===== src/rtl/zbt_sched.sv =====
// ----------------------------------------------------------------------------
// zbt_sched : arbitrates display reads and capture/processed writes onto a ZBT SRAM
// Revision  : 1.0
// ----------------------------------------------------------------------------
`default_nettype none

module zbt_sched #(
  parameter int STARVE_MAX = 8,
  parameter int RD_LAT     = 2
) (
  input  logic        clk,
  input  logic        reset,
  input  logic        disp_req,
  input  logic [18:0] disp_addr,
  output logic        disp_gnt,
  output logic [35:0] disp_rdata,
  output logic        disp_rvalid,
  input  logic        cap_req,
  input  logic [18:0] cap_addr,
  input  logic [35:0] cap_wdata,
  output logic        cap_gnt,
  input  logic        proc_req,
  input  logic [18:0] proc_addr,
  input  logic [35:0] proc_wdata,
  output logic        proc_gnt,
  input  logic        halt,
  output logic        halted,
  output logic [18:0] mem_addr,
  output logic        mem_we,
  output logic [35:0] mem_wdata,
  input  logic [35:0] mem_rdata
);

  localparam int c_wcw = (STARVE_MAX < 1) ? 1 : $clog2(STARVE_MAX + 1);
  localparam logic [c_wcw-1:0] c_starve = c_wcw'(STARVE_MAX);

  localparam logic [1:0] c_run    = 2'd0;
  localparam logic [1:0] c_drain  = 2'd1;
  localparam logic [1:0] c_halted = 2'd2;

  logic [1:0]       r_state;
  logic [1:0]       w_next_state;
  logic [c_wcw-1:0] r_wait;
  logic             w_wr_ok;
  logic             w_proc_first;
  logic             w_disp_x;
  logic             w_cap_x;
  logic             w_proc_x;
  logic             r_wv0;
  logic             r_wv1;
  logic [35:0]      r_wd0;
  logic [35:0]      r_wd1;
  logic [RD_LAT:0]  r_rv;

  // Writes are gated by halt and state; display reads never are.
  always_comb begin
    w_wr_ok      = reset && !halt && (r_state == c_run);
    w_proc_first = (r_wait == c_starve);
    disp_gnt     = reset && disp_req;
    proc_gnt     = w_wr_ok && !disp_req && proc_req && (w_proc_first || !cap_req);
    cap_gnt      = w_wr_ok && !disp_req && cap_req && !(w_proc_first && proc_req);
    w_disp_x     = disp_req && disp_gnt;
    w_cap_x      = cap_req && cap_gnt;
    w_proc_x     = proc_req && proc_gnt;
  end

  always_comb begin
    w_next_state = r_state;
    case (r_state)
      c_run:    if (halt) w_next_state = c_drain;
      c_drain: begin
        if (!halt)                w_next_state = c_run;
        else if (!(r_wv0 || r_wv1)) w_next_state = c_halted;
      end
      c_halted: if (!halt) w_next_state = c_run;
      default:  w_next_state = c_run;
    endcase
  end

  always_ff @(posedge clk or negedge reset) begin
    if (!reset) begin
      r_state <= c_run;
      halted  <= 1'b0;
      r_wait  <= '0;
    end else begin
      r_state <= w_next_state;
      halted  <= (w_next_state == c_halted);
      if (proc_req && !w_proc_x) begin
        if (r_wait != c_starve) r_wait <= r_wait + 1'b1;
      end else begin
        r_wait <= '0;
      end
    end
  end

  always_ff @(posedge clk or negedge reset) begin
    if (!reset) begin
      mem_addr <= '0;
      mem_we   <= 1'b0;
    end else begin
      mem_we <= w_cap_x || w_proc_x;
      if (w_disp_x)      mem_addr <= disp_addr;
      else if (w_cap_x)  mem_addr <= cap_addr;
      else if (w_proc_x) mem_addr <= proc_addr;
    end
  end

  // Two-stage write data delay so mem_wdata trails mem_we by two cycles.
  always_ff @(posedge clk or negedge reset) begin
    if (!reset) begin
      r_wv0     <= 1'b0;
      r_wv1     <= 1'b0;
      r_wd0     <= '0;
      r_wd1     <= '0;
      mem_wdata <= '0;
    end else begin
      r_wv0 <= w_cap_x || w_proc_x;
      r_wv1 <= r_wv0;
      if (w_cap_x)       r_wd0 <= cap_wdata;
      else if (w_proc_x) r_wd0 <= proc_wdata;
      if (r_wv0) r_wd1     <= r_wd0;
      if (r_wv1) mem_wdata <= r_wd1;
    end
  end

  always_ff @(posedge clk or negedge reset) begin
    if (!reset) begin
      r_rv        <= '0;
      disp_rvalid <= 1'b0;
      disp_rdata  <= '0;
    end else begin
      r_rv[0] <= w_disp_x;
      for (int i = 1; i <= RD_LAT; i++) r_rv[i] <= r_rv[i-1];
      disp_rvalid <= r_rv[RD_LAT];
      if (r_rv[RD_LAT]) disp_rdata <= mem_rdata;
    end
  end

endmodule

`default_nettype wire


===== config.mk =====
export PLATFORM = sky130hd
export DESIGN_NAME = zbt_sched
export DESIGN_NICKNAME = d
export VERILOG_FILES = /design/src/rtl/zbt_sched.sv
export SDC_FILE = /design/constraint.sdc
export NUM_CORES = 1
export LEC_CHECK = 0
export CORE_MARGIN = 2
export CORE_UTILIZATION = 47
export CTS_CLUSTER_SIZE = 8
export DETAILED_ROUTE_END_ITERATION = 6
export HOLD_SLACK_MARGIN = 0.03
export PLACE_DENSITY = 0.82
export SYNTH_ARGS = -nofsm -noshare
export SYNTH_HDL_FRONTEND = slang
export SYNTH_SLANG_ARGS = --single-unit

===== constraint.sdc =====
create_clock -name clk -period 6.05 [get_ports clk]
set_clock_uncertainty 0.15 [all_clocks]
set_input_delay 1.21 -clock clk [delete_from_list [all_inputs] [get_ports clk]]
set_output_delay 1.21 -clock clk [all_outputs]
set_load 0.01 [all_outputs]

-- Yosys cells after proc, flatten, opt, wreduce, memory -nomap -nowiden
Index checks and enable logic that the tools add are counted.
- bits in writable memories: 0
- memory bits (read-only): 0
- memories kept: 0
- bits of input ports: 171
- register bits: 176
- latch bits: 0
- add/sub/neg operators: 1
- divide/modulo/power cells: 0
- eq/ne operators: 6
- $lt $le $gt $ge: 0
- bitwise logic cells: 0
- $mul: 0
- mux-type cells: 12
- reductions and logical operators: 24
- shifts and indexed selects: 0
- operator list (operator ; count):
    2-to-1 mux 36 bit ; 2
    2-to-1 mux 19 bit ; 3
    logical AND 1 bit ; 13
    2-to-1 mux 2 bit ; 4
    2-to-1 mux 4 bit ; 2
    one-hot mux 2 bit (3 select lines) ; 1
    zero test 1 bit ; 5
    adder 4 x 1 -> 4 bit (second input constant) ; 1
    equality test 2 bit (second input constant) ; 2
    equality test 4 bit (second input constant) ; 1
    inequality test 4 bit (second input constant) ; 1
    logical OR 1 bit ; 3
    nonzero test 3 bit ; 1
    equality test 2 x 1 -> 1 bit (second input constant) ; 1
    zero test 2 bit ; 1
    inequality test 2 x 1 -> 1 bit (second input constant) ; 1
    nonzero test 2 bit ; 1

-- Logic depth before layout (Yosys ltp)
Gate-level depths: netlist of the first run.
- word-level depth: 10
- mapped depth: 8
- gate-level depth less buffers: 6

-- Worst setup path before layout of the first run
No wires, ideal clock.
- kind: in2out
- from: input port halt
- to: output port cap_gnt
- buffers on the path: 1
- setup slack: 2.491 ns
- cell stages on the path: 4
- arrival: 2.199 ns
- cells stage by stage: or3b_4 -> or2_0 -> buf_2 -> nor2_4
- cells in the longest elaborated chain, start to end: 6
- ends and longest elaborated chain (element ; line ; text):
    from (decl) ; 26 ; input logic halt,
    zero test 1 bit ; -- ;
    logical AND 1 bit (2 in a row) ; 57 ; w_wr_ok = reset && !halt && (r_state == c_run);
    logical AND 1 bit (3 in a row) ; 61 ; cap_gnt = w_wr_ok && !disp_req && cap_req && !(w_proc_first && proc_req);
    to (decl) ; 21 ; output logic cap_gnt,
No other way between the ends.

-- Worst setup path after layout of the first run
- from: input port halt
- to: output port proc_gnt
- cells in the longest elaborated chain, start to end: 6
- ends and longest elaborated chain (element ; line ; text):
    zero test 1 bit ; -- ;
    logical AND 1 bit (2 in a row) ; 57 ;
    logical AND 1 bit (3 in a row) ; 60 ; proc_gnt = w_wr_ok && !disp_req && proc_req && (w_proc_first || !cap_req);
    to (decl) ; 25 ; output logic proc_gnt,
No other way between the ends.

==> out/summary.md, run 1 <==
The slowest stage of the critical path belongs to the cell a2111oi_4. The number of pins with negative max-slew slack in the final report came out at 0. The fmax was 0.207 GHz; the insertion delay to the later sink of the worst-skew pair was 410 ps. The tools report the worst setup slack after layout as 1220 ps. In this run the standard cell core region covers 15100 µm².

Dividing the detail-routed wire length by the instance count gives 17.5 µm. In the final layout, the multi-input gates occupy 2660 µm². The run gives 7280 µm² as the total standard cell area after synthesis.

Yosys mapped the design onto 36 distinct sky130hd cell types. The critical path starts at halt. Beginning of the worst register-to-register path: r_wait[0].

Counting flops with a built-in enable in the synthesized netlist gives 0. The congestion estimate from routability-driven global placement came to 0.800. The number of nets handed over by synthesis was 683. For the final routed database, the setup TNS stands at 0 ps.

The number of register bits inferred by synthesis was 176. The count of fill cells added during filler insertion was 1028; the cell depth of the worst flop-to-flop path was 7. For the remaining max-slew budget at the tightest pin, the log shows 28.3%.

The tools report the library cell used as clock root buffer as clkbuf_16. The logs give 60.5% for the sequential area share after synthesis and 0 for the count of hold buffers inserted by post-cts repair. The analysis attributes to cell leakage a power of 4.66 nW. The run gives 4690 ps as the worst endpoint required time. Cell type with the largest total area after synthesis: dfrtp_1.

Power spread over the standard cell area amounts to 352 nW/µm². Synthesis produced a netlist whose cell count is 510. The logs give 0 for the residual DRC count and 0 for the final setup violation count.

In this run the worst path has a maximum fanout of 11. By area the synthesized netlist is led by dfrtp_1, mux2_2, mux2i_1, o21ai_2, nand2_1. For the remaining antenna violation count after routing, the log shows 0.

In the layout the commonest cells are clkdlybuf4s50_1, dfrtp_1, mux2_2. The worst hold path begins at r_rv[0]. The number of input and output port buffers inserted is 267. Summing over every cut layer, the via total after detailed routing is 5027. The worst path in the final design needs a cycle of 4830 ps, including I/O delays and setup. The clock-pin slew on the worst setup and hold paths is 60 ps.

The remaining global-route overflow was 0. For this run, the leading register cell type out of synthesis is dfrtp_1. The most numerous cell type found on the critical path is clkdlybuf4s50_1.

The mean instance size in the synthesized netlist is 14.3 µm², and the final period utilization is 79.9%. The worst-case IR drop observed on VDD is 191 µV. The layout net count is 941. The run gives 0 as the antenna diode count.

The number of global-route vias before repair is 5468, and the maximum buffer depth of the clock tree is 2. The flow ran to the end, and the final reports show no timing, DRC or antenna violations. The register area is 4410 µm². The number of clock buffers added by TritonCTS is 17. Walking the worst path, the cells encountered are clkdlybuf4s50_1 -> or3b_4 -> a2111oi_4 -> clkdlybuf4s50_1. The slew at the pin with the worst max-slew slack works out to 1070 ps. The nature of the critical path startpoint was an input pin. From bottom edge to top edge, the die measures 128 µm.

For the die outline area, the log shows 16500 µm². Relative to the synthesized area, the layout overhead comes to 45.7%. The global router's overall resource usage came out at 21.3%. Along the worst hold path, the cell count comes to 0.

The post-CTS setup repair buffer count came out at 0. Capturing element type of the critical path: an output port. The maximum number of pins on one net before global-route repair was 84. The floorplan has 45 rows. The initial core utilization is 48.1%, and the number of warnings reported in the yosys synthesis log is 0.

The share of cells above drive strength 1 was 23.0%; the data arrival at the endpoint of the critical path was 3470 ps. During I/O placement, the number of pins put on the boundary was 268. In the synthesized netlist the async set-or-reset flop fraction comes to 100%.

The path class of the tightest hold or removal check is reg -> reg. The count of endpoints failing hold in the final timing report came out at 0. The total detailed-routing wirelength is 16900 µm.

The tools report the iteration-0 DRC count of the detailed router as 291. At the placement stage, the worst setup path has a slack of 1240 ps. In this run the number of H-tree levels came out at 4.

CTS saw 176 sinks. The most common cell after layout, fill and taps aside was clkdlybuf4s50_1. The worst setup path is of the in -> out kind.

The chip width came out at 128 µm. The first TritonRoute pass finished after 4 iterations. After synthesis, the largest area contributor takes up 60.5% of total cell area. Setup repair after global routing left no endpoint under its margin. The tools report the estimated wirelength of the detail-placed design as 12000 µm. The tools report the number of max-cap violations as 0. TritonCTS built the clock tree.

The number of antenna violations at the first check in global routing is 0. The run gives 27300 µm as the global-route wire length before repair. The maximum single-stage delay on the critical path is 680 ps, and the detailed-route vias per instance is 5.19. Number of cells upsized or downsized after cts: 0.
state kept, by name (all words and copies together) (netlist names), 2 cells and up:
name        cells
r_wd0          36
mem_wdata      36
mem_addr       19
r_rv            3
r_state         2
r_wd1          36
r_wait          4
disp_rdata     36
cell usage after synthesis, types with 2 or more instances:
| library cell | count |
|---|---|
| nor2_1 | 3 |
| inv_1 | 5 |
| mux2i_1 | 46 |
| a21oi_1 | 2 |
| ha_1 | 2 |
| nor3b_1 | 2 |
| buf_1 | 7 |
| buf_6 | 9 |
| buf_2 | 2 |
| a221o_1 | 9 |
| o21ai_2 | 30 |
| dfrtp_1 | 176 |
| nor2b_1 | 2 |
| nand2_1 | 38 |
| a22o_1 | 9 |
| o211ai_1 | 2 |
| clkbuf_1 | 8 |
| buf_4 | 4 |
| o21ai_1 | 17 |
| clkbuf_4 | 2 |
| o21a_1 | 2 |
| mux2_2 | 108 |
| nand3_1 | 3 |
| a22oi_1 | 10 |
worst paths after layout:
| check | slack, ps | end |
|---|---|---|
| min in group asynchronous | 550 | mem_addr[4] |
| worst max-delay path | 1220 | proc_gnt |
| worst min-delay path | 200 | r_rv[1] |
| worst min register to register | 200 | r_rv[1] |
| worst max register to register | 3410 | r_wd0[21] |
| max in group asynchronous | 3210 | mem_addr[18] |
cell families after synthesis:
group | after synthesis | share of synthesized area, %
AND/OR/NAND/NOR | 56 | 3.59
multiplexers | 154 | 23.0
AO/OA/AOI/OAI | 83 | 9.17
flip-flops | 176 | 60.5
buffers and inverters | 37 | 3.18
adder cells (fa/ha/maj) | 2 | 0.343
XOR/XNOR | 2 | 0.241
worst max-delay path, delay by kind of cell:
family / cells / cell delay [ps]
compound gates: 1 / 680
simple gates: 1 / 450
buf+inv: 2 / 1120
layer usage:
metal,track usage (%),wire length [µm],up-vias
met2,38.5,8950,176
met1,24.9,6710,2466
li1,-,-,2359
met4,8.12,359,0
met5,0,0,-
met3,4.66,920,26
where the power goes:
| part | switching (mW) | internal (mW) | total, mW |
|---|---|---|---|
| combinational | 0.349 | 0.603 | 0.952 |
| sequential | 0.189 | 1.51 | 1.70 |
| clock | 0.447 | 0.633 | 1.08 |
| total | 0.985 | 2.75 | 3.73 |
through the flow:
step | cell area (µm²) | util (%) | instances | hold WS (ps) | total power [mW]
2_1_floorplan | 7280 | - | 510 | 181 | 2.12
3_3_place_gp | 10000 | 66.2 | 937 | 184 | 2.62
3_5_place_dp | 10000 | 66.2 | 937 | 187 | 2.68
4_1_cts | 10600 | 70.1 | 969 | 204 | 3.77
5_1_grt | 10600 | 70.1 | 969 | 224 | 3.93
6_report | 10600 | 70.1 | 969 | 200 | 3.73
layout make-up:
cell class                 count  area share (%)
clock buffer                  21            4.34
sequential                   176            41.5
timing repair buffer         271            25.5
tap                          188            2.22
clock inverter                11            1.23
inverter                       5           0.177
multi-input combinational    297            25.0
No activity file was read; power rests on OpenSTA's default activity.
==> run 2: changes to the inputs <==
--- a/config.mk
+++ b/config.mk
@@ -6,11 +6,11 @@
 export NUM_CORES = 1
 export LEC_CHECK = 0
 export CORE_MARGIN = 2
-export CORE_UTILIZATION = 47
+export CORE_UTILIZATION = 40
 export CTS_CLUSTER_SIZE = 8
 export DETAILED_ROUTE_END_ITERATION = 6
 export HOLD_SLACK_MARGIN = 0.03
-export PLACE_DENSITY = 0.82
+export PLACE_DENSITY = 0.74
 export SYNTH_ARGS = -nofsm -noshare
 export SYNTH_HDL_FRONTEND = slang
 export SYNTH_SLANG_ARGS = --single-unit
==> constraint.sdc (replaced) <==
create_clock -name clk -period 4.1 [get_ports clk]
set_clock_uncertainty 0.15 [all_clocks]
set_input_delay 0.82 -clock clk [delete_from_list [all_inputs] [get_ports clk]]
set_output_delay 0.82 -clock clk [all_outputs]
set_load 0.01 [all_outputs]
==> run 2 against run 1 <==
Against the previous run:
- total power grew 46%
- setup slack worse by 920 ps
- first-iteration DRC count is 56% lower
- critical path depth grew 1
- sequential cell count stayed put
- global-route usage decreased by 2.7 points
- cell count up 4.7%
- die area up 17%
- clock power increased by 42%
- combinational power is 48% higher
- routed wire length up 2.6%
- register-to-register slack worse by 1900 ps
- highest routed layer unchanged
==> out/summary.md, run 2 (synthesized netlist as in run 1, its figures left out) <==
The worst path uses 92.6% of the clock period. The run finished with clean final reports. Number of input and output port buffers inserted: 267 (unchanged). STA classifies the critical path startpoint as an input pin. The run gives 0 ps (unchanged) as the final-layout setup total negative slack. The logs give 199 ps (-1.71 ps) for the worst-case hold slack and 45.9% (+0.3 points) for the sequential share of power. The maximum buffer depth of the clock tree was 2 (unchanged); the clock-pin slew on the worst setup and hold paths was 60 ps (about the same).

Number of pins with negative max-slew slack in the final report: 0 (unchanged). The final setup violation count is 0 (unchanged). For the residual DRC count, the log shows 0 (unchanged).

Critical path's most frequent cell: clkdlybuf4s50_1. From synthesis to final layout, the design area changed by 46.5%. Based on the critical path, the design can be clocked at up to 0.263 GHz. The layout net count is 946 (+0.53%). The count of endpoints failing hold in the final timing report is 0 (unchanged). The chip width is 139 µm (+8.1%). The most common cell after layout, fill and taps aside was clkdlybuf4s50_1. For the number of cells upsized or downsized after cts, the log shows 0 (unchanged). The estimated wirelength of the detail-placed design was 12400 µm (+3.3%); the number of global-route vias before repair was 5600 (+2.4%). The worst slack after detailed placement came out at 324 ps (-914 ps).

The smallest clock period supported by the final layout is computed as 3800 ps. The die extent in y works out to 139 µm (+8.1%). The total core area came out at 17900 µm² (+18%). Setup repair after global routing left no endpoint under its margin. The remaining global-route overflow was 0 (unchanged); the remaining max-slew budget at the tightest pin was 27.7% (-0.61 points). The share of cells above drive strength 1 is 23.8% (+0.74 points), and the post-CTS setup repair buffer count is 0 (unchanged). The global router's overall resource usage was 18.7% (-2.7 points).

The largest driver fanout on the critical path was 6 (-5). The total buffers and inverters traversed by the critical path works out to 2 (unchanged). Cell-internal power: 3.97 mW (+44%).

The cell sitting at the root of the clock tree is a clkbuf_16. The number of clock buffers inserted by TritonCTS came out at 17 (unchanged). The H-tree depth reported by CTS was 4 (unchanged); the iteration-0 DRC count of the detailed router was 128 (-56%). For the instance count after placement with tap cells included, the log shows 983 (+4.9%).

For the routability-driven placement congestion ratio, the log shows 0.784 (-2.0%). The peak ir drop on the vdd network is 304 µV (+59%), and the maximum single-stage delay on the critical path is 550 ps (-130 ps). Number of antenna violations at the first check in global routing: 0 (unchanged).

The combinational power share is 25.9% (+0.4 points). The dominant delay contributor by cell family on the critical path was buffers and inverters. For the non-filler instance count after layout, the log shows 1015 (+4.7%). The logs give 28.2% (-0.7 points) for the relative contribution of the clock network to total power and 0 (unchanged) for the number of max-cap violations.

The capturing element type of the critical path was an output port. The detailed-route vias per instance was 4.96 (-4.4%). The critical path in this run is classified as in -> out.

The reported net switching power came out at 1.47 mW (+49%). The tightest min-delay check is of the reg -> reg type. The leakage power figure was 4.68 nW (+0.46%); the total power density per cell area was 509 nW/µm² (+45%). The I/O pin count is 268 (unchanged).

The remaining antenna violation count after routing came out at 0 (unchanged). For the number of placement rows, the log shows 49 (+8.9%). The run gives 302 ps (-917 ps) as the worst setup slack after layout.

The data arrival at the endpoint of the critical path was 2830 ps (-640 ps). The tools report the maximum number of pins on one net before global-route repair as 84 (unchanged). The die outline area was 19300 µm² (+17%). The average detailed-routed wire length per instance is 17.1 µm (-2.1%). Leaving out fill and tap cells, the most frequent cells in the layout are clkdlybuf4s50_1, dfrtp_1, mux2_2. The insertion delay to the later sink of the worst-skew pair is 420 ps (about the same). Walking the worst path, the cells encountered are clkdlybuf4s50_1 -> or3b_4 -> or2_0 -> nor2_4 -> clkdlybuf4s50_1. The total detailed-routing wirelength is 17400 µm (+2.6%), and the worst endpoint required time is 3130 ps (-1560 ps). The antenna diode count was 0 (unchanged); the slew at the pin with the worst max-slew slack was 1080 ps (+9.08 ps). The global-route wire length before repair came out at 28400 µm (+4.0%).

The clock sink count was 176 (unchanged). TritonCTS built the clock tree. Number of iterations in the first detailed-routing pass: 5 (+1). The cell at the slowest stage of the critical path was clkdlybuf4s50_1. The switching power as a share of total power was 27.0% (+0.64 points). The count of hold buffers inserted by post-cts repair was 0 (unchanged); the utilization of the core after routing was 59.6% (-10 points). The initial core utilization was 40.7% (-7.4 points).

The total number of vias was 5035 (+0.16%).
[run 2: cell count changes in the layout (fill, tap and decap cells not counted)]
cell / before / now
buf_4: 4 / 9
clkbuf_1: 2 / 0
inv_6: 2 / 3
clkbuf_8: 2 / 0
clkinv_2: 1 / 4
inv_8: 0 / 1
bufinv_16: 2 / 1
clkinvlp_4: 4 / 3
clkinv_4: 2 / 3
[run 2: through the flow]
| step | instance area, µm² | power [mW] |
|---|---|---|
| finish | 10700 | 5.43 |
| global placement | 10100 | 3.88 |
| global route | 10700 | 5.74 |
| detailed placement | 10100 | 3.96 |
| floorplan | 7280 | 3.13 |
| CTS | 10700 | 5.51 |
[run 2: layout make-up]
cell class / instances / area [µm²]
fill: 1427 / 7230
sequential: 176 / 4410
timing repair buffer: 276 / 2740
multi-input combinational: 297 / 2660
clock buffer: 17 / 425
tap: 229 / 287
clock inverter: 15 / 136
inverter: 5 / 18.8
[run 2: power by group through the flow]
stage          Combinational, mW  Clock (mW)  Sequential [mW]
2_1_floorplan              0.574           0             2.56
3_3_place_gp                1.38           0             2.49
3_5_place_dp                1.43           0             2.53
4_1_cts                     1.43        1.58             2.50
5_1_grt                     1.52        1.66             2.56
6_report                    1.41        1.53             2.49
[run 2: worst paths after layout]
path	startpoint	endpoint	slack (ps)	cells after the start
hold / removal	r_rv[0]	r_rv[1]	200	0
hold reg to reg	r_rv[0]	r_rv[1]	200	0
setup reg to reg	r_wait[0]	r_wd0[20]	1470	7
max in group asynchronous	reset	r_wd0[3]	1350	4
setup / recovery	halt	cap_gnt	300	5
min in group asynchronous	reset	halted	310	2
[run 2: routing by layer]
metal / vias to the layer above / wire length [µm] / track usage, %
met5: - / 0 / 0
met4: 0 / 343 / 6.27
met3: 25 / 1130 / 5.52
met2: 186 / 8920 / 33.4
met1: 2473 / 6990 / 21.3
li1: 2351 / - / -
[run 2: worst reg2reg max path, cell delays in order, from the launching register on]
cell,delay (ps)
dfrtp_1,410
inv_1,90
ha_1,170
nand3b_1,240
o21ai_4,250
buf_4,670
mux2i_1,410
o21ai_2,80
==> run 3: changes to the inputs <==
--- a/config.mk
+++ b/config.mk
@@ -5,8 +5,9 @@
 export SDC_FILE = /design/constraint.sdc
 export NUM_CORES = 1
 export LEC_CHECK = 0
-export CORE_MARGIN = 2
+export CORE_MARGIN = 1.5
 export CORE_UTILIZATION = 40
+export CTS_CLUSTER_DIAMETER = 40
 export CTS_CLUSTER_SIZE = 8
 export DETAILED_ROUTE_END_ITERATION = 6
 export HOLD_SLACK_MARGIN = 0.03
==> run 3 against run 2 <==
Against the previous run:
- cell area is 0.15% higher
- first-iteration DRC count is 37% higher
- die area is 1.4% lower
- worst hold slack better by 0.66 ps
- total power is 0.46% higher
- global-route usage is 0.72 points lower
- setup slack worse by 1.8 ps
- clock power hardly changed
- routed wire length is 2.3% lower
- critical endpoint unchanged
- largest power group unchanged
==> out/summary.md, run 3 (synthesized netlist as in run 1, its figures left out) <==
The maximum number of pins on one net before global-route repair is 177 (+110%). The final period utilization came out at 92.7% (about the same). In the layout the commonest cells are clkdlybuf4s50_1, dfrtp_1, mux2_2. The worst setup path is captured at an output port.

For the remaining global-route overflow, the log shows 0 (unchanged). For the global router's overall resource usage, the log shows 17.9% (-0.72 points). The logs give 0 (unchanged) for the antenna diode count and 2660 µm² (unchanged) for the multi-input gate area in the final layout.

The die outline area was 19000 µm² (-1.4%); the number of placement rows was 49 (unchanged). The count of fill cells added during filler insertion is 1368 (-4.1%), and the largest driver fanout on the critical path is 6 (unchanged). The residual DRC count came out at 0 (unchanged). The average detailed-routed wire length per instance was 16.8 µm (-2.1%); the clock-pin slew on the worst setup and hold paths was 60 ps (about the same).

The number of input and output port buffers inserted was 267 (unchanged). The count of hold buffers inserted by post-cts repair was 0 (unchanged). The run gives 1013 (-0.20%) as the non-filler instance count after layout. The iteration-0 DRC count of the detailed router is 175 (+37%). The minimum period implied by the final worst setup slack works out to 3800 ps (+1.77 ps).

The cell that appears most often on the critical path is clkdlybuf4s50_1. The maximum single-stage delay on the critical path is 560 ps (about the same), and the worst slack after detailed placement is 307 ps (-16.8 ps). The logs give 0 (unchanged) for the post-CTS setup repair buffer count and 0 (unchanged) for the number of max-cap violations.

The logs give 4 (-1) for the number of iterations in the first detailed-routing pass and 0 (unchanged) for the number of antenna violations at the first check in global routing. The cell depth of the worst flop-to-flop path works out to 7 (unchanged). For the layout net count, the log shows 944 (-0.21%). Total core area: 17900 µm² (unchanged). The library cell used as clock root buffer was clkbuf_16.

The leakage power figure is 4.68 nW (about the same). The reported net switching power is 1.46 mW (-0.70%). Leaving out fill and tap cells, the most frequent cell in the layout is clkdlybuf4s50_1. Walking the worst path, the cells encountered are clkdlybuf4s50_1 -> or3b_4 -> or2_0 -> nor2_4 -> clkdlybuf4s50_1. The post-layout total power is 5.46 mW (+0.46%), and the depth of the worst hold-timing path is 0 (unchanged).

The remaining antenna violation count after routing is 0 (unchanged). Total buffers and inverters traversed by the critical path: 2 (unchanged). The number of clock buffers inserted by TritonCTS came out at 17 (unchanged). The type of the setup path with the least slack was in -> out.

The logs give 1410 ps (-60 ps) for the worst-case register-to-register setup slack and 2 (unchanged) for the maximum buffer depth of the clock tree. The H-tree depth reported by CTS was 4 (unchanged); the fmax was 0.263 GHz (about the same). Combinational power share: 25.8% (about the same). The switching power as a share of total power is 26.7% (-0.31 points). The critical path depth in cells is 5 (unchanged). The run gives 25.1% (-2.6 points) as the remaining max-slew budget at the tightest pin.

The insertion delay to the later sink of the worst-skew pair was 420 ps (about the same); the routability-driven placement congestion ratio was 0.769 (-1.9%). The data arrival at the endpoint of the critical path is 2830 ps (about the same). For the initial core utilization, the log shows 40.7% (unchanged). The die extent in y is 138 µm (-0.72%). Number of global-route vias before repair: 5206 (-7.0%). The total number of vias is 5080 (+0.89%), and the detailed-route vias per instance is 5.01 (+1.1%). The tools report the worst endpoint required time as 3130 ps (about the same). Setup repair after global routing left no endpoint under its margin. The area growth from synthesis to layout is 46.7%.

The clock sink count is 176 (unchanged). The flow ran to the end, and the final reports show no timing, DRC or antenna violations. The cell-internal power is 4.00 mW (+0.88%), and the total power density per cell area is 511 nW/µm² (+0.30%). The logs give 0 (unchanged) for the count of endpoints failing hold in the final timing report and 45.7% (-0.2 points) for the sequential share of power. The tools report the worst setup slack after layout as 300 ps (-1.77 ps). The register area was 4410 µm² (unchanged). The chip width was 138 µm (-0.72%); the instance count after placement with tap cells included was 981 (-0.20%). The I/O pin count was 268 (unchanged).

The tools report the nature of the critical path startpoint as an input pin. The run gives 28.5% (+0.3 points) as the relative contribution of the clock network to total power. Among cell families on the critical path, the largest total delay comes from buffers and inverters. The total detailed-routing wirelength was 17000 µm (-2.3%); the global-route wire length before repair was 25800 µm (-9.4%). The peak ir drop on the vdd network is 304 µV (about the same), and the estimated wirelength of the detail-placed design is 11900 µm (-3.7%). The final-layout setup total negative slack is 0 ps (unchanged). The slew at the pin with the worst max-slew slack was 1120 ps (+39.4 ps).

TritonCTS built the clock tree. The run gives 0 (unchanged) as the final setup violation count. The type of the tightest min-delay check was reg -> reg. On the critical path, the stage with the largest delay is an instance of clkdlybuf4s50_1.

The share of cells above drive strength 1 works out to 23.6% (-0.19 points). The number of cells upsized or downsized after cts came out at 0 (unchanged). Number of pins with negative max-slew slack in the final report: 0 (unchanged).
run 3: cell count changes in the layout (fill, tap and decap cells not counted), sizes merged:
cell    previous run  this run
clkbuf            17        19
inv                9         8
clkinv             7         6
buf               10         8
run 3: routing by layer:
layer / up-vias / part of all wire, % / GRT usage [%]
met5: - / 0 / 0
met4: 0 / 1.7 / 6.25
li1: 2371 / - / -
met3: 23 / 7.6 / 5.41
met1: 2467 / 39 / 20.4
met2: 219 / 51 / 31.9
run 3: path summary, 6_finish.rpt:
check | start | to
min in group asynchronous | reset | mem_wdata[15]
max | halt | cap_gnt
min reg2reg | r_rv[0] | r_rv[1]
max reg2reg | r_wait[0] | r_wd0[16]
min | r_rv[0] | r_rv[1]
max in group asynchronous | reset | r_wd1[5]
run 3: layout make-up:
type	count	area share (%)
clock inverters	13	1.19
well taps	229	2.68
repair buffers	274	25.6
flip-flops and latches	176	41.2
clock buffers	19	4.24
multi-input cells	297	24.9
inverters	5	0.176
run 3: worst register-to-register path, delay by kind of cell (launching register included):
family          cells  cell delay [ps]
compound gates      2              320
fa+ha+maj           1              180
simple gates        1              230
buf+inv             2              790
flops               1              420
mux                 1              430
run 3: power by group through the flow:
stage,Combinational [mW],Sequential [mW],Clock (mW)
2_1_floorplan,0.574,2.56,0
3_3_place_gp,1.39,2.49,0
3_5_place_dp,1.43,2.52,0
4_1_cts,1.44,2.50,1.60
5_1_grt,1.53,2.56,1.68
6_report,1.41,2.49,1.56
run 3: through the flow:
stage / hold slack (ps) / utilization [%] / instance area (µm²)
2_1_floorplan: 181 / - / 7280
3_3_place_gp: 182 / 56.5 / 10100
3_5_place_dp: 186 / 56.5 / 10100
4_1_cts: 201 / 59.7 / 10700
5_1_grt: 220 / 59.7 / 10700
6_report: 199 / 59.7 / 10700
==> variant, RTL diff (settings of run 2) <==
Set the parameter `STARVE_MAX` to 16 (it was 8).
--- a/src/rtl/zbt_sched.sv
+++ b/src/rtl/zbt_sched.sv
@@ -7,3 +7,3 @@
 module zbt_sched #(
-  parameter int STARVE_MAX = 8,
+  parameter int STARVE_MAX = 16,
   parameter int RD_LAT     = 2
Behaviour: not the same (Yosys sat finds a counterexample within 10 cycles, from zero or initial values and one cycle with reset low).
==> variant against run 2 <==
Non-clock buffer count rose by 1; global-route usage rose by 1.4 points; via count rose by 8.6%; sequential power rose by 5%; critical path depth rose by 1; sequential cell count rose by 1; final area fell by 0.19%; area after synthesis fell by 1.3%; power rose by 6.6%; setup slack improved by 77 ps; worst hold slack improved by 6.1 ps; wire length rose by 7.6%; sequential share of layout area rose by 0.31 points; largest power group unchanged.
==> variant: results (changes against run 2) <==
stage,metric,value,unit,change
run_status,status,"finished, final reports clean",,
power,clock-net power,0.00159,W,+4%
cells_and_area,Final #Nets,1016,,+7.4%
placed_design,pre-CTS setup slack,643,ps,+319 ps
yosys,sequential-to-total area share from yosys stat,61.6,%,+1.1 points
power,Leakage,4.47,nW,-4.5%
worst_setup_path,crit path DAT,2750,ps,-80 ps
power,Switching Fraction,28.1,%,+1.1 points
route,drt first pass iters,4,,-1
power,worst ir drop on vdd,0.295,mV,-3.0%
yosys,XOR/XNOR Fraction of Synth Area,0.365,%,+0.12 points
power,part of the power in registers,45.2,%,-0.7 points
yosys,commonest cells in the netlist,"dfrtp_1 (177), mux2_2 (108), a21oi_1 (86), nor2_1 (61), nand2_1 (43)",,
grt,first-pass GRT wire length,30500,µm,+7.3%
worst_setup_path,FF-to-FF setup slack,1830,ps,+360 ps
timing,Final min period,3720,ps,-77.4 ps
grt,initial antenna violation count,1,,+1
yosys,"Distinct cells, synth",31,,-14%
grt,vias in the first global route,5695,,+1.7%
grt,pin count of the biggest net entering global routing,175,,+110%
worst_setup_path,Critical path origin,reset,,
route,DR iter-0 viols,193,,+51%
timing,actual slew at the worst max-slew pin,955,ps,-129 ps
placed_design,hpwl dp,12500,µm,+1.2%
yosys,post-synthesis compound-gate area fraction,10.9,%,+1.7 points
yosys,Post-Syn Nets,755,,+11%
yosys,Synth area leaders,"dfrtp_1 (62%), mux2_2 (17%), a21oi_1 (6.0%)",,
grt,gr usage total,20.1,%,+1.4 points
yosys,mux cell area share after synthesis,16.9,%,-6.1 points
yosys,asr flop ratio synth,100,%,unchanged
route,vias per inst,5.04,,+1.6%
yosys,post-synthesis adder-cell area fraction,0.348,%,+0.0044 points
route,routed len/inst,17.2,µm,+0.61%
placed_design,gpl congestion,0.757,,-3.4%
cells_and_area,layout cells sized above 1,18.7,%,-5.1 points
yosys,YS warnings,0,,unchanged
[variant: cell count changes after synthesis, moves of 17 or more]
cell / change
nor2_1: +58
o22ai_1: +19
o21ai_1: -17
mux2i_1: -46
a21oi_1: +84
o21ai_2: -30
[variant: what timing repair did]
item,4_1_cts,5_1_grt
hold buffers,1,0
endpoints found under the setup margin,0,0
endpoints found under the hold margin,3,0
[variant: cell type report]
type / count / area [µm²]
well taps: 229 / 287
inverters: 7 / 28.8
fillers: 1485 / 7130
clock buffers: 19 / 453
clock inverters: 13 / 133
flip-flops and latches: 177 / 4430
multi-input cells: 363 / 2550
repair buffers: 277 / 2760
[variant: metrics by stage]
| step | power, W | utilization [%] | hold slack [ps] | std cells | area [µm²] |
|---|---|---|---|---|---|
| 2_1_floorplan | 0.00330 | - | 181 | 582 | 7190 |
| 3_3_place_gp | 0.00419 | 56.6 | 184 | 1052 | 10100 |
| 3_5_place_dp | 0.00425 | 56.6 | 192 | 1052 | 10100 |
| 4_1_cts | 0.00586 | 59.9 | 206 | 1085 | 10700 |
| 5_1_grt | 0.00611 | 59.9 | 216 | 1085 | 10700 |
| 6_report | 0.00579 | 59.9 | 205 | 1085 | 10700 |
[variant: worst paths after layout]
check,cells past startpoint,to
setup / recovery,6,proc_gnt
hold / removal,0,r_rv[1]
setup reg to reg,6,mem_addr[2]
hold reg to reg,0,r_rv[1]
max in group asynchronous,3,r_wv0
min in group asynchronous,2,r_state[1]
[variant: critical path, cell delays in order]
cell	delay (ps)
dlygate4sd3_1	620
buf_6	170
nor3b_4	260
nand2_1	120
nor3_1	190
clkdlybuf4s50_1	570
[variant: layer usage]
layer  global-route usage, %  up-vias  routed length, µm
li1                        -     2561                  -
met4                    4.62        2                157
met3                    6.65       15               1280
met5                       0        -                 13
met1                    24.9     2697               8090
met2                    34.4      192               9140
